File: src/rtl/tts_pkg.sv
// Shared types and constants for the truth-table self-test sequencer.
package tts_pkg;

  typedef enum logic [2:0] {
    IDLE   = 3'd0,
    DRIVE  = 3'd1,
    SETTLE = 3'd2,
    SAMPLE = 3'd3,
    DONE   = 3'd4
  } tts_state_t;

  // Golden table for F = XZ + Y'Z + X'YZ', bit i = F at {X,Y,Z} = i.
  localparam logic [7:0] TTS_DEFAULT_EXPECTED = 8'hA6;
  localparam int         TTS_NUM_VECTORS      = 8;

endpackage

File: src/rtl/tts_settle_timer.sv
// Loadable 4-bit down-counter that times the settle window after each vector.
// expired is high while the count sits at 1, i.e. on the last settle cycle.
module tts_settle_timer
  import tts_pkg::*;
(
  input  logic       clock,
  input  logic       reset_L,
  input  logic       load,
  input  logic [3:0] load_val,
  output logic       expired
);

  logic [3:0] count_r;

  // Load on request, otherwise count down and park at zero.
  always_ff @(posedge clock or negedge reset_L) begin
    if (!reset_L) begin
      count_r <= 4'd0;
    end else if (load) begin
      count_r <= load_val;
    end else if (count_r != 4'd0) begin
      count_r <= count_r - 4'd1;
    end else begin
      count_r <= count_r;
    end
  end

  assign expired = (count_r == 4'd1);

endmodule

File: src/rtl/truth_table_sequencer.sv
// Self-test controller: sweeps {X,Y,Z} = 0..7 into a 3-input function block,
// waits SETTLE_CYCLES per vector, samples F into table_out and compares it
// with EXPECTED. Build option TTS_ABORT_ON_MISMATCH_EN ends the sweep at the
// first mismatching vector instead of running all eight.
module truth_table_sequencer
  import tts_pkg::*;
#(
  parameter int         SETTLE_CYCLES = 2,
  parameter logic [7:0] EXPECTED      = TTS_DEFAULT_EXPECTED
)
(
  input  logic       clock,
  input  logic       reset_L,
  input  logic       start,
  input  logic       F,
  output logic       X,
  output logic       Y,
  output logic       Z,
  output logic       busy,
  output logic       done,
  output logic [7:0] table_out,
  output logic       pass,
  output logic [2:0] fail_idx
);

  localparam logic [3:0] SETTLE_VAL = SETTLE_CYCLES[3:0];
  localparam logic [2:0] LAST_IDX   = 3'(TTS_NUM_VECTORS - 1);

  if ((SETTLE_CYCLES < 0) || (SETTLE_CYCLES > 15)) begin : g_settle_range
    $error("SETTLE_CYCLES must lie in 0..15");
  end

  tts_state_t state_r;
  logic [2:0] idx_r;
  logic [2:0] xyz_r;
  logic       busy_r;
  logic       done_r;
  logic [7:0] table_r;
  logic       pass_r;
  logic [2:0] fail_idx_r;
  logic       mismatch_r;

  logic       timer_load_s;
  logic       timer_expired_s;
  logic       first_miss_s;

  tts_settle_timer u_timer (
    .clock    (clock),
    .reset_L  (reset_L),
    .load     (timer_load_s),
    .load_val (SETTLE_VAL),
    .expired  (timer_expired_s)
  );

  // Arm the settle timer during DRIVE; flag the first vector that disagrees.
  always_comb begin
    timer_load_s = 1'b0;
    first_miss_s = 1'b0;
    if (state_r == DRIVE) begin
      timer_load_s = 1'b1;
    end else begin
      timer_load_s = 1'b0;
    end
    if ((F != EXPECTED[idx_r]) && !mismatch_r) begin
      first_miss_s = 1'b1;
    end else begin
      first_miss_s = 1'b0;
    end
  end

  // Sequencer FSM; every output is a register. The vector is applied on the
  // edge that enters DRIVE so it has DRIVE + SETTLE cycles to propagate.
  always_ff @(posedge clock or negedge reset_L) begin
    if (!reset_L) begin
      state_r    <= IDLE;
      idx_r      <= 3'd0;
      xyz_r      <= 3'd0;
      busy_r     <= 1'b0;
      done_r     <= 1'b0;
      table_r    <= 8'h00;
      pass_r     <= 1'b0;
      fail_idx_r <= 3'd0;
      mismatch_r <= 1'b0;
    end else begin
      case (state_r)
        IDLE: begin
          done_r <= 1'b0;
          if (start) begin
            state_r    <= DRIVE;
            idx_r      <= 3'd0;
            xyz_r      <= 3'd0;
            busy_r     <= 1'b1;
            table_r    <= 8'h00;
            pass_r     <= 1'b0;
            fail_idx_r <= 3'd0;
            mismatch_r <= 1'b0;
          end else begin
            state_r <= IDLE;
          end
        end
        DRIVE: begin
          if (SETTLE_VAL == 4'd0) begin
            state_r <= SAMPLE;
          end else begin
            state_r <= SETTLE;
          end
        end
        SETTLE: begin
          if (timer_expired_s) begin
            state_r <= SAMPLE;
          end else begin
            state_r <= SETTLE;
          end
        end
        SAMPLE: begin
          table_r[idx_r] <= F;
          if (first_miss_s) begin
            fail_idx_r <= idx_r;
            mismatch_r <= 1'b1;
          end
`ifdef TTS_ABORT_ON_MISMATCH_EN
          if ((idx_r == LAST_IDX) || first_miss_s) begin
`else
          if (idx_r == LAST_IDX) begin
`endif
            state_r <= DONE;
          end else begin
            idx_r   <= idx_r + 3'd1;
            xyz_r   <= idx_r + 3'd1;
            state_r <= DRIVE;
          end
        end
        DONE: begin
          done_r  <= 1'b1;
          pass_r  <= ~mismatch_r;
          busy_r  <= 1'b0;
          xyz_r   <= 3'd0;
          state_r <= IDLE;
        end
        default: begin
          state_r <= IDLE;
          busy_r  <= 1'b0;
          done_r  <= 1'b0;
          xyz_r   <= 3'd0;
        end
      endcase
    end
  end

  assign X         = xyz_r[2];
  assign Y         = xyz_r[1];
  assign Z         = xyz_r[0];
  assign busy      = busy_r;
  assign done      = done_r;
  assign table_out = table_r;
  assign pass      = pass_r;
  assign fail_idx  = fail_idx_r;

endmodule
File: config.mk
export PLATFORM = sky130hd
export DESIGN_NAME = truth_table_sequencer
export DESIGN_NICKNAME = d
export VERILOG_FILES = /design/src/rtl/tts_pkg.sv /design/src/rtl/tts_settle_timer.sv /design/src/rtl/truth_table_sequencer.sv
export SDC_FILE = /design/constraint.sdc
export NUM_CORES = 1
export LEC_CHECK = 0
export ABC_AREA = 0
export CORE_ASPECT_RATIO = 0.6
export CORE_MARGIN = 5
export CORE_UTILIZATION = 29
export DETAILED_ROUTE_END_ITERATION = 7
export PLACE_DENSITY = 0.62
export SLEW_MARGIN = 15
export SYNTH_ARGS = -nofsm -noshare
export SYNTH_HDL_FRONTEND = slang
export SYNTH_SLANG_ARGS = --single-unit
export TNS_END_PERCENT = 10
File: constraint.sdc
create_clock -name clock -period 1.4 [get_ports clock]
set_input_delay 0.28 -clock clock [delete_from_list [all_inputs] [get_ports clock]]
set_output_delay 0.28 -clock clock [all_outputs]
set_load 0.01 [all_outputs]
Yosys cells after proc, flatten, opt, wreduce, memory -nomap -nowiden --
Memory sizes are Yosys's and may differ from the RTL's. Index checks and enable logic that the tools add are counted.
Storage, ports and cells: flip-flop bits (word level) 28, bits in read-only memories 8, output and inout port bits 17, memories 1
Memory list:
- (name not given) | words 8, width 1, rd ports 1, clocked after memory_dff 0, write ports 0, RTL line truth_table_sequencer.sv:64 | if ((F != EXPECTED[idx_r]) && !mismatch_r) begin
Cells by class: add/subtract/negate cells 2, order comparisons 2, equality and inequality tests 10, multiplexer cells 27, bitwise gates (word level) 3, reductions and logical operators 16
Operators with widths (number):
- $pmux 8 s2 | 1
- $mux 3 | 4
- $pmux 3 s2 | 2
- $pmux 3 s4 | 1
- $mux 1 | 9
- $pmux 3 s3 | 1
- $reduce_and 3->1 | 3
- $bwmux 8 | 1
- $mux 4 | 2
- $mux 8 | 1
- $pmux 1 s2 | 4
- $eq 3x2->1 const B | 2
- $eq 3x3->1 const B | 2
- $ne 2x2->1 const B | 3
- $reduce_and 2->1 | 3
- $reduce_bool 2->1 | 3
- $eq 4x1->1 const B | 1
- $lt 3x4->1 const B | 1
- $reduce_bool 4->1 | 1
- $sub 4x1->4 const B | 1
- $add 3x1->3 const B | 1
- $demux 1 s3 | 1
- $eq 3x1->1 const B | 1
- $ge 3x1->1 const B | 1
- 7 further kinds | 10

Depth between registers and ports, before layout --
word-level depth 7, depth in mapped cells 6, depth with buffers taken out 6

Hierarchy --
From an unflattened synthesis, not the netlist that was laid out.
Unflattened totals: cells, all modules 146, area total of the unflattened synthesis 1426.4 sq um
Modules (own cells, without submodules):
- truth_table_sequencer | times used 1, cells each 122, area an instance 1161.1 sq um, seq. area each 600.6 sq um
- tts_settle_timer | times used 1, cells each 24, area an instance 265.3 sq um, seq. area each 100.1 sq um

Worst setup path before layout --
OpenSTA, ideal clock, no wires.
path kind flip-flop to flip-flop, from reg idx_r[0], to reg xyz_r[0], setup time 0.125 ns, data arrival time 1.327 ns, path slack -0.052 ns, stages on the path, launching flop included 6, buffers on the path 0, cell sequence dfrtp_1 -> ha_1 -> ha_1 -> o21ai_2 -> nor2_1 -> mux2_4
On the way: word-level cells in the longest chain between the ends 3, elaborated cells between the ends (all ways) 6, those cells by class 1 x add/sub; 2 x eq/ne; 2 x mux; 1 x reduce/logical
Ends and longest elaborated chain:
- from (decl) | RTL line truth_table_sequencer.sv:34 | logic [2:0] idx_r;
- from (signal assigned) | RTL line truth_table_sequencer.sv:128 | idx_r <= idx_r + 3'd1;
- $add 3x1->3 / $eq 3x3->1 (equally long branches) | RTL line truth_table_sequencer.sv:129, truth_table_sequencer.sv:124
- $mux 3 / $ne 2x2->1 (equally long branches)
- $pmux 3 s3 / $reduce_and 3->1 (equally long branches)
- to (signal assigned) | RTL line truth_table_sequencer.sv:129 | xyz_r <= idx_r + 3'd1;
- to (decl) | RTL line truth_table_sequencer.sv:35 | logic [2:0] xyz_r;
Parallel ways exist; a longest one is shown, timed or not. The select of a mux whose other input is x is not followed. A chain may end at the register's enable or synchronous reset.

Worst setup path in the final report --
from reg state_r[1], to reg table_r[5], in the netlist table_out[5]
On the way: word-level cells in the longest chain between the ends 3, elaborated cells between the ends (all ways) 6, those cells by class 2 x eq/ne; 1 x mux; 3 x reduce/logical
Ends and longest elaborated chain:
- from (decl) | RTL line truth_table_sequencer.sv:33 | tts_state_t state_r;
- from (signal assigned) | RTL line truth_table_sequencer.sv:75 | state_r <= IDLE;
- from (signal assigned) | RTL line truth_table_sequencer.sv:89 | state_r <= DRIVE;
- from (signal assigned) | RTL line truth_table_sequencer.sv:98 | state_r <= IDLE;
- $eq 3x2->1 / $logic_not 3->1 (equally long branches) | RTL line truth_table_sequencer.sv:85 | case (state_r)
- $reduce_bool 2->1 (no line) / $ne 2x2->1 (equally long branches)
- $reduce_and 2->1 (no line)
- to (signal assigned) | RTL line truth_table_sequencer.sv:80 | table_r <= 8'h00;
- to (signal assigned) | RTL line truth_table_sequencer.sv:93 | table_r <= 8'h00;
- to (signal, indexed assignment) | RTL line truth_table_sequencer.sv:116 | table_r[idx_r] <= F;
- to (decl) | RTL line truth_table_sequencer.sv:38 | logic [7:0] table_r;
Parallel ways exist; a longest one is shown, timed or not.

==> flow_summary.ini <==
[clocking]
cts.sinks = 28
max-clock-path-buffers = 2
htree_levels = 1
worst_setup_hold_path_clk_slew_ns = 0.09
worstSkewPairLatency_ns = 0.28
cts_tree = yes
inserted_clock_buffers = 3
clock-root-buffer = sky130_fd_sc_hd__clkbuf_8

[worst_setup_path]
worstSetupEndpointType = register
worst-setup-path-type = reg -> reg
path_max_fanout = 8
worst_setup_path_start_kind = register
critPathArrivalTime_ns = 1.58
worstPathRequired_ns = 1.57

[routing]
vias_per_cell = 4.68
wire_per_inst_um = 13.4
drt.antenna.violating_nets = 0
detailedRoute.firstIterationViolations = 65
drt_drc_violations_left = 0
wl_final_um = 3180
dr.pass1.iters = 4
routed-via-count = 1110

[run]
maxCapViolCount = 0

[sta]
timing.final.crit_share_pct = 101
worst_slew_pin_slew_ns = 0.371
tmin_final_ns = 1.41
achievable-frequency_mhz = 707
setup_repair_after_global_routing_missed_its_margin = yes
setup_slack_ns = -0.0139
maxSlewHeadroom_pct = 75.2
finClkSkew_ns = 0.00295
setup_viol = 7
slew_violations = 0
report.final.hold_viol_count = 0

[synth]
postSynth.topFlopCell = sky130_fd_sc_hd__dfrtp_1
syn_std_cell_area_sq_um = 1360
synthesis.yosys.warnings = 0
synth_cell_type_count = 34
muxShareOfSynthArea_pct = 4.87
synth-async-reset-ratio_pct = 100
post_synth_inst_count = 139
synth_compound_area_share_pct = 17.1
dominant_combinational_cell_family_by_area_after_synthesis = simple AND/OR/NAND/NOR gates
synth_edf_count = 0
synth_xor_area_share_pct = 1.93
postSynthAreaPerCell_sq_um = 9.79
yosys.area_share.simple_pct = 17.5
synth-adder-area-share_pct = 3.68
synth_sequential_area_ratio_pct = 51.5
synth.ff_latch_count = 28
synth_nets = 147

[global_routing]
grt_use_total_pct = 10.7
number_of_global_route_vias_before_repair = 1039
grt_overflow = 0
number_of_antenna_violations_at_the_first_check_in_global_routing = 0
grt_max_degree = 29
grt_pass1_wl_um = 5220

[layout]
leading_cell_type_in_the_layout_fill_and_taps_excluded = sky130_fd_sc_hd__dfrtp_1
finalCoreUtilization_pct = 40.9
area_growth_syn_to_layout_pct = 37.0
drive_gt1_share_pct = 23.6
antennaDiodeCount = 0
most-common-layout-cells = sky130_fd_sc_hd__dfrtp_1, sky130_fd_sc_hd__dlygate4sd2_1, sky130_fd_sc_hd__nand2_1, sky130_fd_sc_hd__buf_4, sky130_fd_sc_hd__o21ai_1
fill_cells = 461
finalInstanceArea_sq_um = 1870
fin_nets = 183

[floorplanning]
die_width_um = 98.5
die_area_sq_um = 6210
top_level_ports = 21
placement_rows = 19
core_area_sq_um = 4560
fp.dieH_um = 63.1
effective_utilization_at_floorplan_pct = 29.8

[worst_hold_path]
hold_path.class = in -> async

[power_and_ir_drop]
pwr_density_nw_per_um2 = 1690
power.leakage_uw = 0.000936
power.ir.vdd_worst_uv = 502

[place]
dp_hpwl_um = 2260
placement.cell_area_sq_um = 1750
gp_routability_congestion = 0.809
io_buffer_count = 20

[status]
run_status = complete, but fails checks
violations = negative setup slack
timing repair:
item / in CTS / in global routing
pin swaps: 5 / 1
buffers inserted: 0 / 1
hold buffers: 0 / 0
endpoints found under the setup margin: 36 / 18
gates resized for setup: 29 / 9
flip-flops by register name, summed over array words and instances (netlist names), 3 cells and up:
register         cells
idx_r                3
xyz_r                3
table_out            8
fail_idx             3
state_r              3
u_timer.count_r      4
per-stage QoR:
step	setup TNS [ns]	power, uW	std cells	worst slack (ns)	hold slack (ns)
after floorplan	-0.200	1940	139	-0.0468	-0.0156
after global placement	-6.19	2500	232	-0.424	0.460
after detailed placement	-5.81	2500	232	-0.408	0.466
after CTS	-0.0191	3050	236	-0.0175	0.359
after global routing	-0.807	3380	237	-0.0855	0.362
final	-0.0603	3150	237	-0.0139	0.355
synth_stat cells, types with 2 or more instances:
library cell,instances,share of area [%]
sky130_fd_sc_hd__a21oi_1,10,3.7
sky130_fd_sc_hd__a31oi_1,2,0.92
sky130_fd_sc_hd__buf_2,2,0.74
sky130_fd_sc_hd__clkbuf_1,3,0.83
sky130_fd_sc_hd__dfrtp_1,28,51
sky130_fd_sc_hd__ha_1,4,3.7
sky130_fd_sc_hd__inv_1,7,1.9
sky130_fd_sc_hd__mux2i_1,4,2.9
sky130_fd_sc_hd__nand2_1,19,5.2
sky130_fd_sc_hd__nand2b_1,3,1.4
sky130_fd_sc_hd__nand3_1,4,1.5
sky130_fd_sc_hd__nand3b_1,2,1.1
sky130_fd_sc_hd__nor2_1,10,2.8
sky130_fd_sc_hd__nor2b_1,2,0.92
sky130_fd_sc_hd__o21ai_0,7,2.6
sky130_fd_sc_hd__o21ai_1,9,3.3
sky130_fd_sc_hd__o31ai_1,4,2.2
sky130_fd_sc_hd__xnor2_1,3,1.9
worst max-delay path: stages, from the launching register on:
cell	delay [ns]
sky130_fd_sc_hd__dfrtp_1	0.38
sky130_fd_sc_hd__or3b_4	0.44
sky130_fd_sc_hd__a21o_4	0.25
sky130_fd_sc_hd__o21ai_1	0.15
sky130_fd_sc_hd__o31ai_1	0.08
layer usage:
metal / track usage, % / vias up / part of all wire [%]
li1: - / 548 / -
met3: 4.30 / 5 / 7.1
met5: 0 / - / 0
met2: 12.7 / 29 / 36
met4: 3.07 / 0 / 1.3
met1: 16.9 / 528 / 56
where the power goes:
part	switching [uW]	total, uW	internal, uW	leakage, uW
logic	794	1530	741	0.000534
registers	122	1110	984	0.000373
clock network	254	506	252	0.0000288
cells by family (layout without fill, tap and decap cells):
family | count (synthesis) | count (layout)
muxes | 6 | 6
buffers and inverters | 12 | 47
xor gates and xnor gates | 3 | 3
DFF | 28 | 28
and+or+nand+nor | 48 | 48
AOI/OAI and AO/OA | 38 | 38
adders and majority gates | 4 | 4
area by class of cell:
type / instances / area [sq um] / share of cell area, %
Timing Repair Buffer: 36 / 310 / 16.6
Tap cell: 63 / 78.8 / 4.23
Sequential cell: 28 / 701 / 37.6
Multi-Input combinational cell: 99 / 694 / 37.2
Clock buffer: 4 / 55.1 / 2.95
Inverter: 7 / 26.3 / 1.41
final timing paths:
path / from / depth (start not counted) / endpoint / slack, ns
max: state_r[1] / 4 / table_out[5] / -0.01
min: reset_L / 2 / busy / 0.35
max reg2reg: state_r[1] / 4 / table_out[5] / -0.01
min reg2reg: mismatch_r / 2 / mismatch_r / 0.49
max in group asynchronous: reset_L / 2 / table_out[0] / 0.89
min in group clock: mismatch_r / 2 / mismatch_r / 0.49
(Power assumes the default switching activity.)
